==> src/rtl/conv_reader_pkg.sv <==
// -----------------------------------------------------------------------------
// conv_reader_pkg
// Shared types and constants for the convolution result reader.
//   reader_state_t   : reader FSM state encoding
//   RESULT_ADDR_W    : result-memory address width used by the conv datapath
//   RESULT_DATA_W    : result word width used by the conv datapath
//   PKG_NUM_FILTERS  : filters per convolution run
//   DEFAULT_WORDS    : words read when the requested count is zero
//   words_for()      : default word count for a given filter count
// -----------------------------------------------------------------------------
package conv_reader_pkg;

    localparam int RESULT_ADDR_W   = 8;
    localparam int RESULT_DATA_W   = 32;
    localparam int PKG_NUM_FILTERS = 4;
    localparam int WORDS_PER_FILT  = 16;
    localparam int DEFAULT_WORDS   = PKG_NUM_FILTERS * WORDS_PER_FILT;

    typedef enum logic [1:0] {
        IDLE  = 2'd0,
        READ  = 2'd1,
        DRAIN = 2'd2,
        DONE  = 2'd3
    } reader_state_t;

    function automatic int words_for(input int num_filters);
        return num_filters * WORDS_PER_FILT;
    endfunction

endpackage

==> src/rtl/conv_result_reader_fifo.sv <==
// -----------------------------------------------------------------------------
// result_fifo
// Synchronous FIFO holding {last, data} entries between the result memory
// and the output stream. Reset clears pointers and count only; storage is
// left as-is (read side must qualify data with o_empty).
//   i_clk, i_rst_n : clock, synchronous active-low reset
//   i_push/i_wdata : write one entry (dropped if full and not popping)
//   i_pop          : consume the head entry (ignored if empty)
//   o_rdata        : head entry, combinationally from storage
//   o_count        : current number of entries
//   o_full/o_empty : occupancy flags
// -----------------------------------------------------------------------------
module result_fifo #(
    parameter int DEPTH = 2,
    parameter int WIDTH = 33,
    parameter int CNT_W = $clog2(DEPTH + 1)
) (
    input  logic             i_clk,
    input  logic             i_rst_n,
    input  logic             i_push,
    input  logic [WIDTH-1:0] i_wdata,
    input  logic             i_pop,
    output logic [WIDTH-1:0] o_rdata,
    output logic [CNT_W-1:0] o_count,
    output logic             o_full,
    output logic             o_empty
);

    localparam int PTR_W = (DEPTH > 1) ? $clog2(DEPTH) : 1;

    logic [WIDTH-1:0] r_mem [DEPTH];
    logic [PTR_W-1:0] r_wr_ptr;
    logic [PTR_W-1:0] r_rd_ptr;
    logic [CNT_W-1:0] r_count;

    logic w_do_pop;
    logic w_do_push;

    assign o_full    = (r_count == CNT_W'(DEPTH));
    assign o_empty   = (r_count == '0);
    assign o_count   = r_count;
    assign o_rdata   = r_mem[r_rd_ptr];

    assign w_do_pop  = i_pop && !o_empty;
    // A push into a full FIFO is accepted when the head leaves the same cycle.
    assign w_do_push = i_push && (!o_full || w_do_pop);

    always_ff @(posedge i_clk) begin
        if (w_do_push) begin
            r_mem[r_wr_ptr] <= i_wdata;
        end
    end

    always_ff @(posedge i_clk) begin
        if (!i_rst_n) begin
            r_wr_ptr <= '0;
            r_rd_ptr <= '0;
            r_count  <= '0;
        end else begin
            if (w_do_push) begin
                r_wr_ptr <= (r_wr_ptr == PTR_W'(DEPTH - 1)) ? '0 : r_wr_ptr + 1'b1;
            end
            if (w_do_pop) begin
                r_rd_ptr <= (r_rd_ptr == PTR_W'(DEPTH - 1)) ? '0 : r_rd_ptr + 1'b1;
            end
            r_count <= r_count + CNT_W'(w_do_push) - CNT_W'(w_do_pop);
        end
    end

endmodule

==> src/rtl/conv_result_reader.sv <==
// -----------------------------------------------------------------------------
// conv_result_reader
// Drains the convolution result memory after a run: on start, reads
// num_words words from base_adr upward (address wraps), streams them out on
// a valid/ready interface with out_last on the final word, then pulses done.
//   clk, rst_n          : clock, synchronous active-low reset
//   start               : one-cycle start, only honoured in IDLE
//   base_adr, num_words : run parameters captured on start (0 words -> default)
//   mem_en, mem_adr     : result-memory read request
//   mem_rdata           : read data, valid one cycle after mem_en
//   out_data/out_valid/out_ready/out_last : output stream
//   busy                : run in progress (READ or DRAIN)
//   done                : one-cycle pulse after the final transfer
// Build option: define RESULT_RELU_EN to clamp negative words to zero as
// they enter the FIFO; otherwise words pass through unchanged.
// -----------------------------------------------------------------------------
module conv_result_reader
    import conv_reader_pkg::*;
#(
    parameter int ADDR_W      = RESULT_ADDR_W,
    parameter int DATA_W      = RESULT_DATA_W,
    parameter int FIFO_DEPTH  = 2,
    parameter int NUM_FILTERS = PKG_NUM_FILTERS
) (
    input  logic              clk,
    input  logic              rst_n,
    input  logic              start,
    input  logic [ADDR_W-1:0] base_adr,
    input  logic [ADDR_W-1:0] num_words,
    output logic              mem_en,
    output logic [ADDR_W-1:0] mem_adr,
    input  logic [DATA_W-1:0] mem_rdata,
    output logic [DATA_W-1:0] out_data,
    output logic              out_valid,
    input  logic              out_ready,
    output logic              out_last,
    output logic              busy,
    output logic              done
);

    localparam int RUN_WORDS = words_for(NUM_FILTERS);
    // Remaining-word counter must hold both the widest num_words and the default.
    localparam int CNT_W     = (RUN_WORDS > (2**ADDR_W - 1)) ? $clog2(RUN_WORDS + 1) : ADDR_W;
    localparam int FCNT_W    = $clog2(FIFO_DEPTH + 1);

    reader_state_t     r_state;
    logic [ADDR_W-1:0] r_adr;
    logic [CNT_W-1:0]  r_remaining;
    logic              r_inflight;
    logic              r_inflight_last;

    logic [DATA_W-1:0] w_word;
    logic [DATA_W:0]   w_fifo_rdata;
    logic [FCNT_W-1:0] w_fifo_count;
    logic              w_fifo_full;
    logic              w_fifo_empty;
    logic              w_pop;
    logic [FCNT_W:0]   w_occupancy;
    logic              w_room;
    logic              w_issue;
    logic              w_last_issue;
    logic              w_drained;

    // FIFO entries plus the read still in flight, less the word leaving now.
    assign w_occupancy  = {1'b0, w_fifo_count} + (FCNT_W + 1)'(r_inflight)
                        - (FCNT_W + 1)'(w_pop);
    assign w_room       = w_fifo_full ? (w_pop && !r_inflight)
                                      : (w_occupancy < (FCNT_W + 1)'(FIFO_DEPTH));
    assign w_issue      = (r_state == READ) && (r_remaining != '0) && w_room;
    assign w_last_issue = w_issue && (r_remaining == CNT_W'(1));
    assign w_pop        = !w_fifo_empty && out_ready;
    // Nothing left after this cycle: no read in flight and the FIFO empties now.
    assign w_drained    = !r_inflight &&
                          ((w_fifo_count == '0) || ((w_fifo_count == FCNT_W'(1)) && w_pop));

`ifdef RESULT_RELU_EN
    assign w_word = mem_rdata[DATA_W-1] ? '0 : mem_rdata;
`else
    assign w_word = mem_rdata;
`endif

    result_fifo #(
        .DEPTH (FIFO_DEPTH),
        .WIDTH (DATA_W + 1),
        .CNT_W (FCNT_W)
    ) u_fifo (
        .i_clk   (clk),
        .i_rst_n (rst_n),
        .i_push  (r_inflight),
        .i_wdata ({r_inflight_last, w_word}),
        .i_pop   (w_pop),
        .o_rdata (w_fifo_rdata),
        .o_count (w_fifo_count),
        .o_full  (w_fifo_full),
        .o_empty (w_fifo_empty)
    );

    always_ff @(posedge clk) begin
        if (!rst_n) begin
            r_state         <= IDLE;
            r_adr           <= '0;
            r_remaining     <= '0;
            r_inflight      <= 1'b0;
            r_inflight_last <= 1'b0;
        end else begin
            r_inflight      <= w_issue;
            r_inflight_last <= w_last_issue;
            if (w_issue) begin
                r_adr       <= r_adr + 1'b1;
                r_remaining <= r_remaining - 1'b1;
            end
            case (r_state)
                IDLE: begin
                    if (start) begin
                        r_adr       <= base_adr;
                        r_remaining <= (num_words == '0) ? CNT_W'(RUN_WORDS)
                                                         : CNT_W'(num_words);
                        r_state     <= READ;
                    end
                end
                READ: begin
                    if (w_last_issue) begin
                        r_state <= DRAIN;
                    end
                end
                DRAIN: begin
                    if (w_drained) begin
                        r_state <= DONE;
                    end
                end
                DONE: begin
                    r_state <= IDLE;
                end
            endcase
        end
    end

    assign mem_en    = w_issue;
    assign mem_adr   = r_adr;
    assign out_valid = !w_fifo_empty;
    // FIFO storage is not reset, so data and last are forced low while empty.
    assign out_data  = out_valid ? w_fifo_rdata[DATA_W-1:0] : '0;
    assign out_last  = out_valid && w_fifo_rdata[DATA_W];
    assign busy      = (r_state == READ) || (r_state == DRAIN);
    assign done      = (r_state == DONE);

endmodule
==> config.mk <==
export PLATFORM = sky130hd
export DESIGN_NAME = conv_result_reader
export DESIGN_NICKNAME = d
export VERILOG_FILES = /design/src/rtl/conv_reader_pkg.sv /design/src/rtl/conv_result_reader_fifo.sv /design/src/rtl/conv_result_reader.sv
export SDC_FILE = /design/constraint.sdc
export NUM_CORES = 1
export LEC_CHECK = 0
export ABC_AREA = 1
export CAP_MARGIN = 25
export CORE_ASPECT_RATIO = 1.2
export CORE_UTILIZATION = 35
export DETAILED_ROUTE_END_ITERATION = 7
export GPL_ROUTABILITY_DRIVEN = 0
export HOLD_SLACK_MARGIN = 0.02
export PLACE_DENSITY = 0.6
export SLEW_MARGIN = 20
export SYNTH_ARGS = -nofsm -noshare
export SYNTH_HDL_FRONTEND = slang
export SYNTH_SLANG_ARGS = --single-unit
==> constraint.sdc <==
create_clock -name clk -period 5 [get_ports clk]
set_input_delay 0.75 -clock clk [delete_from_list [all_inputs] [get_ports clk]]
set_output_delay 0.75 -clock clk [all_outputs]
set_load 0.01 [all_outputs]
==> impl_metrics.csv, run 1 <==
group,metric,value,unit
status,outcome,"complete, no violations",
route,dr.first_iter.drc_count,152,
floorplan,num_io_pins,97,
yosys,yosys_register_bits,91,
pwr,p_int,1.90,mW
final_layout,final_nets,600,
timing,setup_tns,0,ns
critical_path,crit_family,"buffers and inverters",
final_layout,final_cells,698,
floorplan,die_h,121,um
grt,grt_pass1_vias,3109,
yosys,synth_top_cell_by_area,"edfxtp_1",
critical_path,crit_path_max_incr_delay,0.58,ns
critical_path,cp_cell_sequence,"clkdlybuf4s50_1, inv_1, nor2_1, ha_1, inv_1, nand2_1, fa_1, o21ai_1, nand2_1, nand3_4, inv_4, clkdlybuf4s50_1",
flow_run,cap_violations,0,
yosys,syn_nets,503,
yosys,synth.most_common_cell,"nand2_1",
clock_network,postCtsSetupBuffers,0,
critical_path,start_kind,"primary input",
grt,antenna_found_initial,0,
pwr,swShare,36.8,%
yosys,synth_top_area_share,47.8,%
timing,max_freq,0.225,GHz
floorplan,fp.dieArea,12300,um2
timing,fin_skew,0.00583,ns
clock_network,cts_buffer_depth,2,
yosys,ys_types,29,
yosys,ys.flop_type,"edfxtp_1",
grt,grt_pass1_wl,14600,um
critical_path,crit_path_start,"out_ready",
timing,rsz0062_at_grt,"false",
min_path,hold_start,"r_inflight_last",
critical_path,r2r_start,"u_fifo.o_count[1]",
grt,grt_max_degree,35,
route,vias_per_cell,4.61,
final_layout,n_antenna_cell,0,
clock_network,cts_root_buf,"clkbuf_16",
timing,timing.final.ws_setup,0.565,ns
floorplan,placementRows,43,
critical_path,reg2reg_depth,15,
clock_network,insertion_delay,0.33,ns
timing,worst_slew_pin_slew,0.721,ns
route,drc,0,
placement,dp_hpwl,6050,um
critical_path,cpMaxStageDelayCell,"clkdlybuf4s50_1",
critical_path,path_buf_inv,5,
route,firstDrtPassIters,4,
clock_network,cts.sinks,91,
placement,dp_cells,680,
placement,place_ws,0.562,ns
yosys,synthCells,439,
yosys,async_flop_share,0,%
pwr,power_switching,1.11,mW
final_layout,nFillCells,1064,
grt,overflow,0,
clock_network,cts_buffers,9,
route,routed_wl,9070,um
timing,setup_viol,0,
yosys,syn_area,4140,um2
critical_path,critPathMaxFanout,19,
floorplan,core,11600,um2
floorplan,initial_core_util,35.8,%
grt,grt_util_all_layers,15.6,%
timing,slew_headroom,51.4,%
route,post_drt_wl_per_cell,13.0,um
pwr,p_leak,2.25,nW
pwr,ir_drop,232,uV
pwr,seq_power_share,34.4,%
pwr,cellPowerDensity,533,nW/um2
yosys,synth.avg_cell_area,9.44,um2
clock_network,post_cts_resized,0,
critical_path,cp.arrival,3.69,ns
yosys,yosys-top-cells-area,"edfxtp_1 48%, dfxtp_1 12%, nand2_1 10%, a21oi_1 5.3%, inv_1 4.7%",
timing,timing.hold.ws,0.434,ns
route,postRouteAntennaNets,0,
min_path,hold_depth,0,
yosys,yosysSeqAreaShare,59.9,%
placement,portBuffers,96,
critical_path,crit_type,"primary input to output port",
final_layout,drive_gt1_share,6.84,%
min_path,holdCritPathClass,"register to register",
floorplan,die_w,101,um
final_layout,areaGrowthSynthToFinish,36.1,%
route,via_count,3216,
timing,finalMaxSlewViolations,0,
clock_network,h-tree-depth,3,
clock_network,holdBufCountCts,0,
timing,hold_viol,0,
yosys,ys_warn_count,0,
yosys,synth_edf_count,66,
pwr,pwr-share-comb,43.0,%
clock_network,path_clk_slew,0.06,ns
yosys,synthTopCellsByCount,"113 x nand2_1, 66 x edfxtp_1, 52 x inv_1, 47 x nor2_1, 44 x a21oi_1",
critical_path,end_kind,"output port",
critical_path,cp.depth,12,
timing,period_share,88.7,%
timing,period_needed,4.44,ns
critical_path,cp.required,4.25,ns
pwr,clockPowerShare,22.6,%
clock_network,cts_tree,"built",
-- power groups by stage --
stage | logic, mW | clock network (mW) | registers [mW]
2_1_floorplan | 0.769 | 0 | 1.04
3_5_place_dp | 1.29 | 0 | 1.05
5_1_grt | 1.44 | 0.732 | 1.05
3_3_place_gp | 1.25 | 0 | 1.05
6_report | 1.29 | 0.678 | 1.03
4_1_cts | 1.29 | 0.701 | 1.03
-- registers in the layout, summed over array words and instances, names as in the netlist, 2 cells and up, named ones only --
name            count
r_state             2
mem_adr             8
u_fifo.o_count      2
r_remaining         8
u_fifo.r_mem       66
-- logic make-up (layout without fill, tap and decap cells) --
logic type | Yosys count | count (layout) | share of synthesized area [%]
AO/OA/AOI/OAI | 72 | 72 | 9.27
XOR/XNOR | 9 | 9 | 1.90
adder cells (fa/ha/maj) | 12 | 12 | 3.81
buffers and inverters | 71 | 173 | 6.80
flip-flops | 91 | 91 | 59.9
AND/OR/NAND/NOR | 184 | 184 | 18.3
-- per-stage QoR --
stage	util, %	area [um2]	total power, mW
floorplan	-	4140	1.81
finish	48.8	5640	3.00
global route	48.8	5640	3.22
CTS	48.3	5590	3.03
detailed placement	45.7	5290	2.33
global placement	45.5	5260	2.29
-- worst paths after layout --
check                                      endpoint  slack, ns
worst max register to register           mem_adr[4]       2.23
worst min-delay path            u_fifo.r_mem[0][32]       0.43
worst min register to register  u_fifo.r_mem[0][32]       0.43
worst max-delay path                         mem_en       0.56
-- cell type report --
type                    instances  area, um2  share of cell area [%]
clock buffers                   9        225                    3.99
clock inverters                 7       75.1                    1.33
inverters                      56        213                    3.77
multi-input cells             277       1400                    24.8
flip-flops and latches         91       2480                    44.0
well taps                     157        196                    3.48
repair buffers                101       1050                    18.6
-- layout by cell type (no fill, tap or decap) --
master	Yosys	final
nand2_1	113	113
clkdlybuf4s50_1	0	96
edfxtp_1	66	66
inv_1	52	52
nor2_1	47	44
a21oi_1	44	44
dfxtp_1	25	25
o21ai_0	14	14
ha_1	11	11
nand3_1	10	10
clkbuf_16	0	9
o21ai_1	8	8
xor2_1	8	8
nand4_1	5	5
inv_2	3	3
nor2_4	1	3
nor3_1	3	3
o21ai_2	3	3
inv_6	0	3
nand2_2	2	2
nand3_2	2	2
clkinvlp_4	0	2
buf_16	0	2
buf_4	0	2
nor2_2	0	1
nand3_4	1	1
inv_4	1	1
a21boi_0	1	1
o31ai_1	1	1
xnor2_1	1	1
o211ai_2	1	1
fa_1	1	1
clkinv_1	0	1
bufinv_16	0	1
buf_12	0	1
-- per-layer routing --
layer | wire (um) | up-vias | part of all wire, % | GRT usage [%]
met5 | 0 | - | 0 | 0
met4 | 121 | 0 | 1.3 | 6.79
met3 | 552 | 10 | 6.1 | 3.46
met2 | 4370 | 102 | 48 | 26.7
met1 | 4020 | 1473 | 44 | 18.7
li1 | - | 1631 | - | -
No activity file was read; power rests on OpenSTA's default activity.
==> run 2, diff against run 1 <==
CORE_MARGIN = 4   (was default)
PLACE_DENSITY = 0.56   (was 0.6)
==> impl_metrics.csv, run 2 (same netlist as run 1, synthesis figures left out) <==
group,metric,value,unit
status,outcome,"complete, no violations",
floorplan,num_io_pins,97,
critical_path,end_kind,"output port",
route,via_count,3200,
grt,antenna_found_initial,0,
floorplan,initial_core_util,35.8,%
floorplan,die_w,107,um
clock_network,cts_buffers,9,
critical_path,critPathMaxFanout,19,
clock_network,cts.sinks,91,
flow_run,cap_violations,0,
floorplan,fp.dieArea,13600,um2
clock_network,post_cts_resized,0,
placement,portBuffers,96,
clock_network,insertion_delay,0.33,ns
final_layout,areaGrowthSynthToFinish,36.2,%
critical_path,crit_path_max_incr_delay,0.58,ns
grt,grt_max_degree,35,
route,postRouteAntennaNets,0,
grt,grt_util_all_layers,14.4,%
final_layout,final_nets,599,
critical_path,cpMaxStageDelayCell,"clkdlybuf4s50_1",
pwr,p_leak,2.26,nW
pwr,ir_drop,193,uV
critical_path,path_buf_inv,5,
timing,fin_skew,0.00982,ns
clock_network,postCtsSetupBuffers,0,
critical_path,cp.arrival,3.65,ns
timing,period_share,88.0,%
timing,hold_viol,0,
min_path,holdCritPathClass,"register to register",
route,firstDrtPassIters,4,
route,post_drt_wl_per_cell,13.5,um
critical_path,crit_type,"primary input to output port",
floorplan,placementRows,43,
route,routed_wl,9420,um
timing,rsz0062_at_grt,"false",
final_layout,n_antenna_cell,0,
placement,dp_hpwl,6320,um
floorplan,core,11600,um2
final_layout,drive_gt1_share,7.04,%
final_layout,final_common_cell,"nand2_1",
floorplan,die_h,127,um
route,dr.first_iter.drc_count,144,
timing,setup_viol,0,
timing,slew_headroom,54.3,%
timing,worst_slew_pin_slew,0.678,ns
route,drc,0,
grt,grt_pass1_wl,15600,um
route,vias_per_cell,4.59,
critical_path,cp.required,4.25,ns
timing,max_freq,0.227,GHz
pwr,cellPowerDensity,541,nW/um2
final_layout,nFillCells,1073,
timing,finalMaxSlewViolations,0,
clock_network,h-tree-depth,3,
grt,grt_pass1_vias,3205,
timing,period_needed,4.40,ns
critical_path,start_kind,"primary input",
clock_network,path_clk_slew,0.07,ns
clock_network,cts_buffer_depth,2,
grt,overflow,0,
clock_network,holdBufCountCts,0,
critical_path,cp_cell_sequence,"clkdlybuf4s50_1, inv_1, nor2_1, ha_1, inv_1, nand2_1, fa_1, o21ai_1, nand2_1, nand3_4, inv_4, clkdlybuf4s50_1",
critical_path,crit_family,"buffers and inverters",
clock_network,cts_tree,"built",
final_layout,final_core_util,48.8,%
final_layout,largest_reg_flops,66,
clock_network,cts_root_buf,"clkbuf_16",
timing,setup_tns,0,ns
final_layout,top_register,"u_fifo.r_mem",
final_layout,final_cell_mix,"113 x nand2_1, 96 x clkdlybuf4s50_1, 66 x edfxtp_1",
run 2: layer usage:
layer	global-route usage, %	part of all wire (%)
met5	0	0
met4	4.51	1.2
met3	3.64	7.1
met2	24.5	48
met1	18.0	44
run 2: cell type report:
| class | instances | area, um2 | share of cell area (%) |
|---|---|---|---|
| timing repair buffer | 100 | 1020 | 18.1 |
| tap | 157 | 196 | 3.48 |
| clock inverter | 7 | 105 | 1.86 |
| clock buffer | 9 | 225 | 3.99 |
| inverter | 56 | 213 | 3.77 |
| multi-input combinational | 277 | 1400 | 24.8 |
| sequential | 91 | 2480 | 44.0 |
run 2: worst reg2reg max path: cells and delay by family (launching register included):
family	cells	cell delay, ns
flops	1	0.46
buf+inv	3	0.36
fa+ha+maj	2	0.75
compound gates	2	0.20
simple gates	8	0.89
run 2: stage by stage:
stage               hold slack [ns]  instance area [um2]  std cells  total power [mW]  setup slack, ns
floorplan                     0.404                 4140        439              1.81             1.86
global placement              0.407                 5260        679              2.32            0.653
detailed placement            0.415                 5260        679              2.33            0.592
CTS                           0.430                 5590        695              3.09            0.576
global route                  0.458                 5640        697              3.29            0.374
finish                        0.424                 5640        697              3.05            0.601
run 2: final timing paths:
kind / endpoint / depth (start not counted) / slack, ns / start
min reg2reg: u_fifo.r_mem[0][32] / 0 / 0.42 / r_inflight_last
max: mem_en / 12 / 0.60 / out_ready
min: u_fifo.r_mem[0][32] / 0 / 0.42 / r_inflight_last
max reg2reg: mem_adr[6] / 15 / 2.26 / u_fifo.o_count[1]
run 2: report_power, final:
group | switching (mW) | total (mW) | internal (mW)
clock | 0.296 | 0.744 | 0.448
combinational | 0.733 | 1.28 | 0.545
sequential | 0.0807 | 1.03 | 0.952
total | 1.11 | 3.05 | 1.94
==> run 3, diff against run 2 <==
CAP_MARGIN = default   (was 25)
clock period = 4.1 ns   (was 5 ns; I/O delays follow)
==> impl_metrics.csv, run 3 (same netlist as run 1, synthesis figures left out) <==
group,metric,value,unit
status,outcome,"complete, no violations",
timing,timing.hold.ws,0.427,ns
final_layout,areaGrowthSynthToFinish,34.9,%
clock_network,cts_root_buf,"clkbuf_16",
floorplan,initial_core_util,35.8,%
final_layout,multi_input_area,1400,um2
route,via_count,3175,
placement,placed_area,5290,um2
final_layout,drive_gt1_share,6.84,%
critical_path,crit_family,"buffers and inverters",
timing,fin_skew,0.00880,ns
final_layout,final_cell_mix,"113 x nand2_1, 96 x clkdlybuf4s50_1, 66 x edfxtp_1",
timing,hold_viol,0,
route,routed_wl,9440,um
critical_path,critPathCapture,"mem_en",
critical_path,cpMaxStageDelayCell,"clkdlybuf4s50_1",
critical_path,reg2reg_depth,16,
grt,grt_util_all_layers,14.6,%
critical_path,start_kind,"primary input",
placement,place_ws,0.232,ns
critical_path,cp_cell_sequence,"clkdlybuf4s50_1, inv_1, nor2_1, ha_1, inv_1, nand2_1, fa_1, o21ai_1, nand2_1, nand3_4, inv_4, clkdlybuf4s50_1",
grt,grt_pass1_vias,3302,
timing,timing.final.ws_setup,0.246,ns
final_layout,largest_reg_flops,66,
route,dr.first_iter.drc_count,122,
clock_network,cts_buffers,9,
placement,dp_hpwl,6500,um
clock_network,cts_buffer_depth,2,
critical_path,cp.depth,12,
floorplan,fp.dieArea,13600,um2
critical_path,cp.required,3.48,ns
final_layout,nFillCells,1104,
clock_network,post_cts_resized,0,
clock_network,cts.sinks,91,
critical_path,end_kind,"output port",
final_layout,top_register,"u_fifo.r_mem",
floorplan,die_h,127,um
timing,period_share,94.0,%
final_layout,n_antenna_cell,0,
final_layout,seqCellArea,2480,um2
final_layout,final_cells,698,
timing,finalMaxSlewViolations,0,
critical_path,critPathMaxFanout,4,
route,vias_per_cell,4.55,
critical_path,r2r_end,"mem_adr[6]",
placement,portBuffers,96,
clock_network,cts_tree,"built",
grt,grt_pass1_wl,15900,um
route,post_drt_wl_per_cell,13.5,um
floorplan,num_io_pins,97,
critical_path,path_buf_inv,5,
timing,slew_headroom,30.7,%
clock_network,insertion_delay,0.34,ns
critical_path,crit_path_max_incr_delay,0.54,ns
critical_path,crit_type,"primary input to output port",
floorplan,placementRows,43,
clock_network,h-tree-depth,3,
clock_network,postCtsSetupBuffers,0,
grt,overflow,0,
critical_path,r2r_start,"u_fifo.o_count[1]",
timing,worst_slew_pin_slew,1.04,ns
floorplan,die_w,107,um
final_layout,stdcell_area,5590,um2
flow_run,cap_violations,0,
timing,rsz0062_at_grt,"false",
clock_network,holdBufCountCts,0,
route,firstDrtPassIters,4,
final_layout,final_nets,600,
timing,max_freq,0.260,GHz
critical_path,cp.arrival,3.24,ns
floorplan,core,11600,um2
critical_path,crit_path_start,"out_ready",
critical_path,reg2reg_setup_slack,1.36,ns
grt,antenna_found_initial,0,
placement,dp_cells,682,
route,postRouteAntennaNets,0,
timing,setup_tns,0,ns
pwr,ir_drop,256,uV
min_path,holdCritPathClass,"register to register",
clock_network,path_clk_slew,0.06,ns
timing,period_needed,3.85,ns
timing,setup_viol,0,
grt,grt_max_degree,35,
pwr,p_leak,2.24,nW
route,drc,0,
pwr,cellPowerDensity,654,nW/um2
final_layout,final_common_cell,"nand2_1",
## run 3: cell types whose count changed in the layout (fill, tap and decap cells not counted), sizes merged
cell,previous run,this run
clkinv,1,3
inv,60,58
buf,4,5
bufinv,2,1
clkbuf,9,10
## run 3: how the worst min path moves through the flow
stage	slack, ns	depth (start not counted)	to	from
5_1_grt	0.45	0	u_fifo.r_mem[0][32]	r_inflight_last
2_1_floorplan	0.40	0	u_fifo.r_mem[0][32]	r_inflight_last
3_5_place_dp	0.42	0	u_fifo.r_mem[1][32]	r_inflight_last
6_report	0.43	0	u_fifo.r_mem[0][32]	r_inflight_last
3_3_place_gp	0.41	0	u_fifo.r_mem[0][32]	r_inflight_last
4_1_cts	0.43	0	u_fifo.r_mem[1][32]	r_inflight_last
## run 3: area by class of cell
type	count	share of cell area (%)
Timing Repair Buffer	101	17.9
Inverter	56	3.81
Clock buffer	10	4.10
Multi-Input combinational cell	277	25.0
Sequential cell	91	44.4
Clock inverter	6	1.30
Tap cell	157	3.52
## run 3: layer usage
| metal | GRT usage (%) | vias up | part of all wire (%) | wire, um |
|---|---|---|---|---|
| li1 | - | 1626 | - | - |
| met4 | 5.79 | 0 | 1.2 | 115 |
| met1 | 18.6 | 1450 | 46 | 4330 |
| met5 | 0 | - | 0 | 0 |
| met2 | 24.1 | 90 | 47 | 4410 |
| met3 | 3.49 | 9 | 6.2 | 585 |
## run 3: worst register-to-register path: stages, from the launching register on
cell	delay, ns
dfxtp_1	0.48
nor2_2	0.08
nor2_1	0.20
ha_1	0.27
inv_1	0.07
nand2_1	0.06
fa_1	0.48
o21ai_1	0.06
nand2_1	0.14
nand3_4	0.12
inv_4	0.07
buf_4	0.23
nand2_1	0.11
nand2_1	0.07
nand2_1	0.05
o21ai_1	0.13
inv_1	0.04
## run 3: power breakdown
| part | total, mW | switching [mW] | internal (mW) |
|---|---|---|---|
| Clock | 0.834 | 0.354 | 0.480 |
| Combinational | 1.54 | 0.878 | 0.665 |
| Sequential | 1.28 | 0.113 | 1.16 |
## run 3: per-stage QoR
stage          utilization, %  power (mW)
5_1_grt                  48.3        3.95
3_3_place_gp             45.7        2.85
6_report                 48.3        3.65
4_1_cts                  48.3        3.71
3_5_place_dp             45.7        2.86
2_1_floorplan               -        2.21
